===== src/rtl/inst_queue_pkg.sv =====
// inst_queue_pkg: fetch packet type and sizing shared by fetch, the instruction queue and decode
package inst_queue_pkg;
    localparam int ID_WIDTH     = 2;
    localparam int XLEN         = 32;
    localparam int IQ_DEPTH_DEF = 8;
    typedef struct packed {
        logic [ID_WIDTH-1:0]           valid;
        logic [ID_WIDTH-1:0][XLEN-1:0] inst;
        logic [XLEN-1:0]               pc;
        logic [ID_WIDTH-1:0]           predict_taken;
        logic [ID_WIDTH-1:0][XLEN-1:0] predict_target;
    } fetch_packet_t;
endpackage


===== src/rtl/inst_queue_if.sv =====
// inst_queue_if: push (fetch) and pop (decode) handshakes plus occupancy of the instruction queue
interface inst_queue_if
    import inst_queue_pkg::*;
#(
    parameter int IQ_DEPTH = IQ_DEPTH_DEF
);
    localparam int IQ_IDX = $clog2(IQ_DEPTH);
    logic          in_valid;
    logic          in_ready;
    fetch_packet_t in_packet;
    logic          out_valid;
    logic          out_ready;
    fetch_packet_t out_packet;
    logic [IQ_IDX:0] count;
    modport slave (
        input  in_valid, in_packet, out_ready,
        output in_ready, out_valid, out_packet, count
    );
    modport master (
        output in_valid, in_packet, out_ready,
        input  in_ready, out_valid, out_packet, count
    );
endinterface


===== src/rtl/inst_queue.sv =====
// inst_queue: circular packet buffer between fetch and decode with show-ahead head read and flush
module inst_queue
    import inst_queue_pkg::*;
#(
    parameter int IQ_DEPTH = IQ_DEPTH_DEF
) (
    input logic          clk,
    input logic          rst,
    input logic          flush,
    inst_queue_if.slave  q
);
    localparam int IDX = $clog2(IQ_DEPTH);
    logic [IDX:0]  head_q, head_d, tail_q, tail_d;
    fetch_packet_t mem_q [IQ_DEPTH];
    logic          empty, full, push, pop;
    assign empty = head_q == tail_q;
    assign full  = (head_q[IDX-1:0] == tail_q[IDX-1:0]) && (head_q[IDX] != tail_q[IDX]);
    assign q.in_ready   = !full;
    assign q.out_valid  = !empty && !flush;
    assign q.out_packet = mem_q[head_q[IDX-1:0]];
    assign q.count      = tail_q - head_q;
    assign push = q.in_valid && !full && !flush;
    assign pop  = q.out_valid && q.out_ready;
    // Depth is a power of two, so a plain increment wraps the index and toggles the wrap bit.
    always_comb begin
        head_d = flush ? '0 : pop  ? head_q + 1'b1 : head_q;
        tail_d = flush ? '0 : push ? tail_q + 1'b1 : tail_q;
    end
    always_ff @(posedge clk or negedge rst) begin
        if (!rst) begin
            head_q <= '0;
            tail_q <= '0;
        end else begin
            head_q <= head_d;
            tail_q <= tail_d;
        end
    end
    always_ff @(posedge clk) begin
        if (push) mem_q[tail_q[IDX-1:0]] <= q.in_packet;
    end
    a_no_push_full:  assert property (@(posedge clk) disable iff (!rst) !(push && full));
    a_no_pop_empty:  assert property (@(posedge clk) disable iff (!rst) !(pop && empty));
    a_count_bound:   assert property (@(posedge clk) disable iff (!rst) q.count <= IQ_DEPTH);
endmodule

===== src/flat_wrapper.sv =====
// flat-port wrapper written by rule: the top's interface ports become plain ports
module inst_queue_flat import inst_queue_pkg::*;
#(
    parameter int IQ_DEPTH = IQ_DEPTH_DEF
)
  (clk, rst, flush, q_in_valid, q_in_packet, q_out_ready, q_in_ready, q_out_valid, q_out_packet, q_count);
  inst_queue_if #(.IQ_DEPTH(IQ_DEPTH)) q_i ();
  input logic clk;
  input logic rst;
  input logic flush;
  input wire logic [$bits(q_i.in_valid)-1:0] q_in_valid;
  input wire logic [$bits(q_i.in_packet)-1:0] q_in_packet;
  input wire logic [$bits(q_i.out_ready)-1:0] q_out_ready;
  output wire logic [$bits(q_i.in_ready)-1:0] q_in_ready;
  output wire logic [$bits(q_i.out_valid)-1:0] q_out_valid;
  output wire logic [$bits(q_i.out_packet)-1:0] q_out_packet;
  output wire logic [$bits(q_i.count)-1:0] q_count;
  assign q_i.in_valid = q_in_valid;
  assign q_i.in_packet = q_in_packet;
  assign q_i.out_ready = q_out_ready;
  assign q_in_ready = q_i.in_ready;
  assign q_out_valid = q_i.out_valid;
  assign q_out_packet = q_i.out_packet;
  assign q_count = q_i.count;
  inst_queue #(.IQ_DEPTH(IQ_DEPTH)) u_core (.clk(clk), .rst(rst), .flush(flush), .q(q_i));
endmodule

===== config.mk =====
export PLATFORM = sky130hd
export DESIGN_NAME = inst_queue_flat
export DESIGN_NICKNAME = d
export VERILOG_FILES = /design/src/rtl/inst_queue_pkg.sv /design/src/rtl/inst_queue_if.sv /design/src/rtl/inst_queue.sv /design/src/flat_wrapper.sv
export SDC_FILE = /design/constraint.sdc
export NUM_CORES = 1
export LEC_CHECK = 0
export CAP_MARGIN = 0
export CORE_ASPECT_RATIO = 0.6
export CORE_MARGIN = 2
export CORE_UTILIZATION = 40
export DETAILED_ROUTE_END_ITERATION = 6
export GPL_TIMING_DRIVEN = 0
export PLACE_DENSITY = 0.68
export SYNTH_ARGS = -nofsm -noshare
export SYNTH_HDL_FRONTEND = slang
export SYNTH_SLANG_ARGS = --single-unit

===== constraint.sdc =====
create_clock -name clk -period 34.8 [get_ports clk]
set_clock_uncertainty 0.2 [all_clocks]
set_input_delay 3.48 -clock clk [delete_from_list [all_inputs] [get_ports clk]]
set_output_delay 3.48 -clock clk [all_outputs]
set_load 0.02 [all_outputs]

### After elaboration in Yosys (flattened, before gate mapping)

Memory sizes are Yosys's and may differ from the RTL's.
Index checks and enable logic that the tools add are counted.

| storage, ports and cells | value |
|---|---|
| register bits | 8 |
| latch bits | 0 |
| bits in writable memories | 1312 |
| ROM bits | 0 |
| input bits | 169 |
| output and inout port bits | 170 |
| word-level logic and storage cells | 25 |
| memories | 1 |

| cells by class | value |
|---|---|
| $add $sub $neg | 3 |
| multipliers | 0 |
| div/mod/pow operators | 0 |
| $lt $le $gt $ge | 0 |
| equality and inequality tests | 3 |
| shift operators | 0 |
| muxes and demuxes | 6 |
| bitwise gates (word level) | 0 |
| reduce and logical (&&, ||, !) cells | 10 |

Memories:

| name | words | width | rd ports | clocked after memory_dff | wr ports | RTL line | source |
|---|---|---|---|---|---|---|---|
| u_core.mem_q | 8 | 164 | 1 | 0 | 1 | inst_queue.sv:14 | `fetch_packet_t mem_q [IQ_DEPTH];` |

Operators by type and width:

| kind | number |
|---|---|
| $mux 4 | 4 |
| $add 4x1->4 const B | 2 |
| $logic_and 1x1->1 | 5 |
| $eq 4x4->1 | 1 |
| $reduce_bool 2->1 | 2 |
| $sub 4x4->4 | 1 |
| $eq 3x3->1 | 1 |
| $logic_not 1->1 | 3 |
| $mux 1 | 2 |
| $ne 1x1->1 | 1 |

### Longest topological paths before layout

| logic depth | value |
|---|---|
| depth in word-level cells | 7 |
| depth in mapped cells | 9 |
| gate-level depth less buffers | 6 |

### Worst setup path before layout

OpenSTA, ideal clock, no wires.

| path | value |
|---|---|
| kind | input -> register |
| start point | input port flush |
| end point | memory u_core.mem_q[4][0] in the netlist's numbering, enable pin |
| library setup time | 1.148 ns |
| arrival time | 20.687 ns |
| required time | 33.452 ns |
| slack | 12.765 ns |
| stages | 3 |
| buffers on the path | 1 |
| cell sequence | buf_1 or2_2 nor4b_1 |

| on the way | value |
|---|---|
| longest elaborated chain between the ends | 4 |

Ends and longest elaborated chain:

| what | RTL line | source |
|---|---|---|
| start: declaration | flat_wrapper.sv:10 | `input logic flush;` |
| $logic_not 1->1 | inst_queue.sv:22 | `assign push = q.in_valid && !full && !flush;` |
| $logic_and 1x1->1 | inst_queue.sv:22 |  |
| $mux 1 | inst_queue.sv:39 | `if (push) mem_q[tail_q[IDX-1:0]] <= q.in_packet;` |
| $mux 1 (implied by the code) | inst_queue.sv:39 |  |
| end: declaration | inst_queue.sv:14 |  |

No other way between the ends.

### Worst setup path after layout

| path | value |
|---|---|
| start point | input port flush |
| end point | output port q_out_valid |

| on the way | value |
|---|---|
| longest elaborated chain between the ends | 2 |

Ends and longest elaborated chain:

| what | RTL line | source |
|---|---|---|
| $logic_not 1->1 | inst_queue.sv:19 | `assign q.out_valid = !empty && !flush;` |
| $logic_and 1x1->1 | inst_queue.sv:19 |  |
| end: declaration | flat_wrapper.sv:15 | `output wire logic [$bits(q_i.out_valid)-1:0] q_out_valid;` |

No other way between the ends.

==> reports/summary.txt <==
Worst setup EP type: output pin
Vias in the first global route: 25072
Crit path max fanout: 10
Max-Cap Viols: 0
# Post-CTS Setup Buffers: 0
Die W: 462 um
Post-Syn Area per Cell: 21.8 um2
Minimum clock period: 8.14 ns
Final slew viol count: 0
Yosys reg bits: 1320
Final hold violations: 0
CP startpoint: flush
Ports: 339
DRC viols: 0
Max IR drop VDD: 0.0368 mV
Root buf cell: clkbuf_16
Total Power: 0.00359 W
Hold WC Path Type: flip-flop to flip-flop
Hold-fix buffers, CTS: 0
RSZ-0062 raised after global routing: false
Clock sink count: 1320
Initial antenna violation count: 14
Initial Utilization: 40.5%
WP data required: 31.12 ns
Yosys cell types: 30
Fin Hold WS: 0.425 ns
Final Util: 49.5%
IO buf count: 337
Seq/Total Area, Yosys: 78.6%
FF-to-FF setup slack: 29.24 ns
Status: complete, no violations
Max-slew headroom: 20.0%
Vias: 24813
Pint: 0.00274 W
All-Layer GR Usage: 18.2%
Die ar.: 129000 um2
Synth Instances: 2311
Total Wirelength: 117000 um
Seq pwr share: 49.4%
Pwr/cell area: 58.3 nW/um2
Clock Path Buffers: 3
Crit path DAT: 4.46 ns
Final HPWL DP: 80300 um
Post-DRT Antenna Nets: 0
Placed cells: 4561
Worst r2r path cells: 16
Layout cells sized above 1: 23.3%
Cell Area, Synth: 50400 um2
Sw frac: 23.9%
Max Freq: 123 MHz
GPL Wtd Cong: 0.710
WL per Instance: 24.5 um
DIE HEIGHT: 279 um
Combinational share of power: 15.6%
DR pass1 iterations: 7
Fin crit share: 23.4%
Pleak: 20.5 nW
Worst r2r dst: u_core.mem_q[0][103]
Clock slew at reported path FFs: 0.06 ns
CTS Buf Count: 119
Vias/cell: 5.18
# rows: 100
Psw: 0.000858 W
Net Count, Synth: 2486
CP endpoint: q_out_valid
Worst-skew pair later-pin latency: 0.70 ns
Clock power frac: 35.0%
Warnings, synthesis: 0
Gr ovfl total: 0
Post-Layout Cell Count: 4790
Least-Margin Pin Slew: 1.20 ns
Layout area overhead: 22.3%
Starting DRT DRC Count: 2316
Nets@finish: 3174
Startpoint Class: primary input
CTS resizes: 0
First-pass GRT wire length: 172000 um
Largest net degree at the start of global routing: 17
CORE AREA: 124000 um2
Worst r2r src: u_core.head_q[1]
CTS tree: done
WS Path Type: primary input to output pin
CTS HTree Levels: 3
Final setup fails: 0
-- metal layers --
layer	track usage, %	part of all wire, %
met4	4.42	2.0
met1	26.6	44
met3	3.31	5.9
met2	28.6	48
met5	0	0.071
-- sequential cells by signal, summed over array words and instances (netlist names) --
signal	count
u_core.head_q	4
u_core.mem_q	1312
u_core.tail_q	4
-- critical path, stage by stage --
cell             delay, ns
buf_1                 0.19
a21oi_1               0.16
clkdlybuf4s50_1       0.62
-- area by class of cell --
| type | count | area (um2) |
|---|---|---|
| Multi-Input combinational cell | 871 | 10000 |
| Clock buffer | 158 | 3220 |
| Fill cell | 9985 | 62900 |
| Clock inverter | 64 | 505 |
| Buffer | 113 | 771 |
| Antenna cell | 7 | 17.5 |
| Timing Repair Buffer | 567 | 5340 |
| Tap cell | 1683 | 2110 |
| Sequential cell | 1320 | 39600 |
| Inverter | 7 | 26.3 |
-- cell usage in the layout (no fill, tap or decap), types with 15 or more instances in the layout --
master / instances
mux4_1: 105
buf_4: 170
nand2_1: 495
clkdlybuf4s50_1: 337
clkinv_2: 15
buf_2: 61
clkbuf_16: 122
mux4_2: 223
buf_6: 86
edfxtp_1: 1312
clkbuf_1: 45
clkinv_1: 29
-- power by group through the flow --
stage | Clock, W | Combinational (W) | Sequential [W]
2_1_floorplan | 0 | 0.000340 | 0.00182
3_3_place_gp | 0 | 0.000557 | 0.00183
3_5_place_dp | 0 | 0.000569 | 0.00181
4_1_cts | 0.00129 | 0.000572 | 0.00177
5_1_grt | 0.00135 | 0.000597 | 0.00178
6_report | 0.00126 | 0.000559 | 0.00177
-- how the worst min path moves through the flow --
stage	startpoint	end	slack, ns	depth (start not counted)
final	u_core.tail_q[3]	u_core.tail_q[3]	0.42	2
after floorplan	u_core.tail_q[3]	u_core.tail_q[3]	0.37	2
after global routing	u_core.head_q[3]	u_core.head_q[3]	0.45	2
after global placement	u_core.head_q[3]	u_core.head_q[3]	0.39	2
after detailed placement	u_core.tail_q[3]	u_core.tail_q[3]	0.41	2
after CTS	u_core.tail_q[3]	u_core.tail_q[3]	0.43	2
-- per-stage QoR --
| stage | TNS [ns] | area [um2] | setup WS, ns |
|---|---|---|---|
| 2_1_floorplan | 0 | 50400 | 12.76 |
| 3_3_place_gp | -4701.82 | 55900 | -6.44 |
| 3_5_place_dp | 0 | 57900 | 26.65 |
| 4_1_cts | 0 | 61600 | 26.65 |
| 5_1_grt | 0 | 61600 | 26.62 |
| 6_report | 0 | 61600 | 26.66 |
-- cells by family (layout without fill, tap and decap cells) --
family	count (synthesis)	after routing	share of synthesized area, %
other	0	7	0
AND/OR/NAND/NOR	516	516	3.92
AO/OA/AOI/OAI	10	10	0.122
multiplexers	330	330	15.5
flip-flops	1320	1320	78.6
XOR/XNOR	9	9	0.156
adder cells (fa/ha/maj)	6	6	0.164
buffers and inverters	120	909	1.57
-- Yosys cell counts --
cell      number  area share, %
buf_6         31           0.69
buf_2         61           0.61
nand2_1      495            3.7
buf_8          3          0.089
a21o_1         1          0.015
dfrtp_1        8           0.40
mux2i_1        2          0.040
xnor2_1        6           0.10
mux4_2       223             10
nor4_1         4          0.050
nor3_1         2          0.020
nor4b_1        2          0.035
xor2_1         3          0.052
and3_1         1          0.012
nand3_1        2          0.020
clkbuf_1      15           0.11
or2_2          1          0.012
buf_1          3          0.022
nand4_1        2          0.025
mux4_1       105            5.5
a21oi_1        5          0.050
edfxtp_1    1312             78
inv_1          7          0.052
nor2_1         6          0.045
fa_1           1          0.040
ha_1           5           0.12
o21ai_0        1         0.0099
o21ai_2        1          0.017
o211ai_1       2          0.030
nand2b_1       1          0.012
Note: power is estimated with default switching activity, not from simulation.
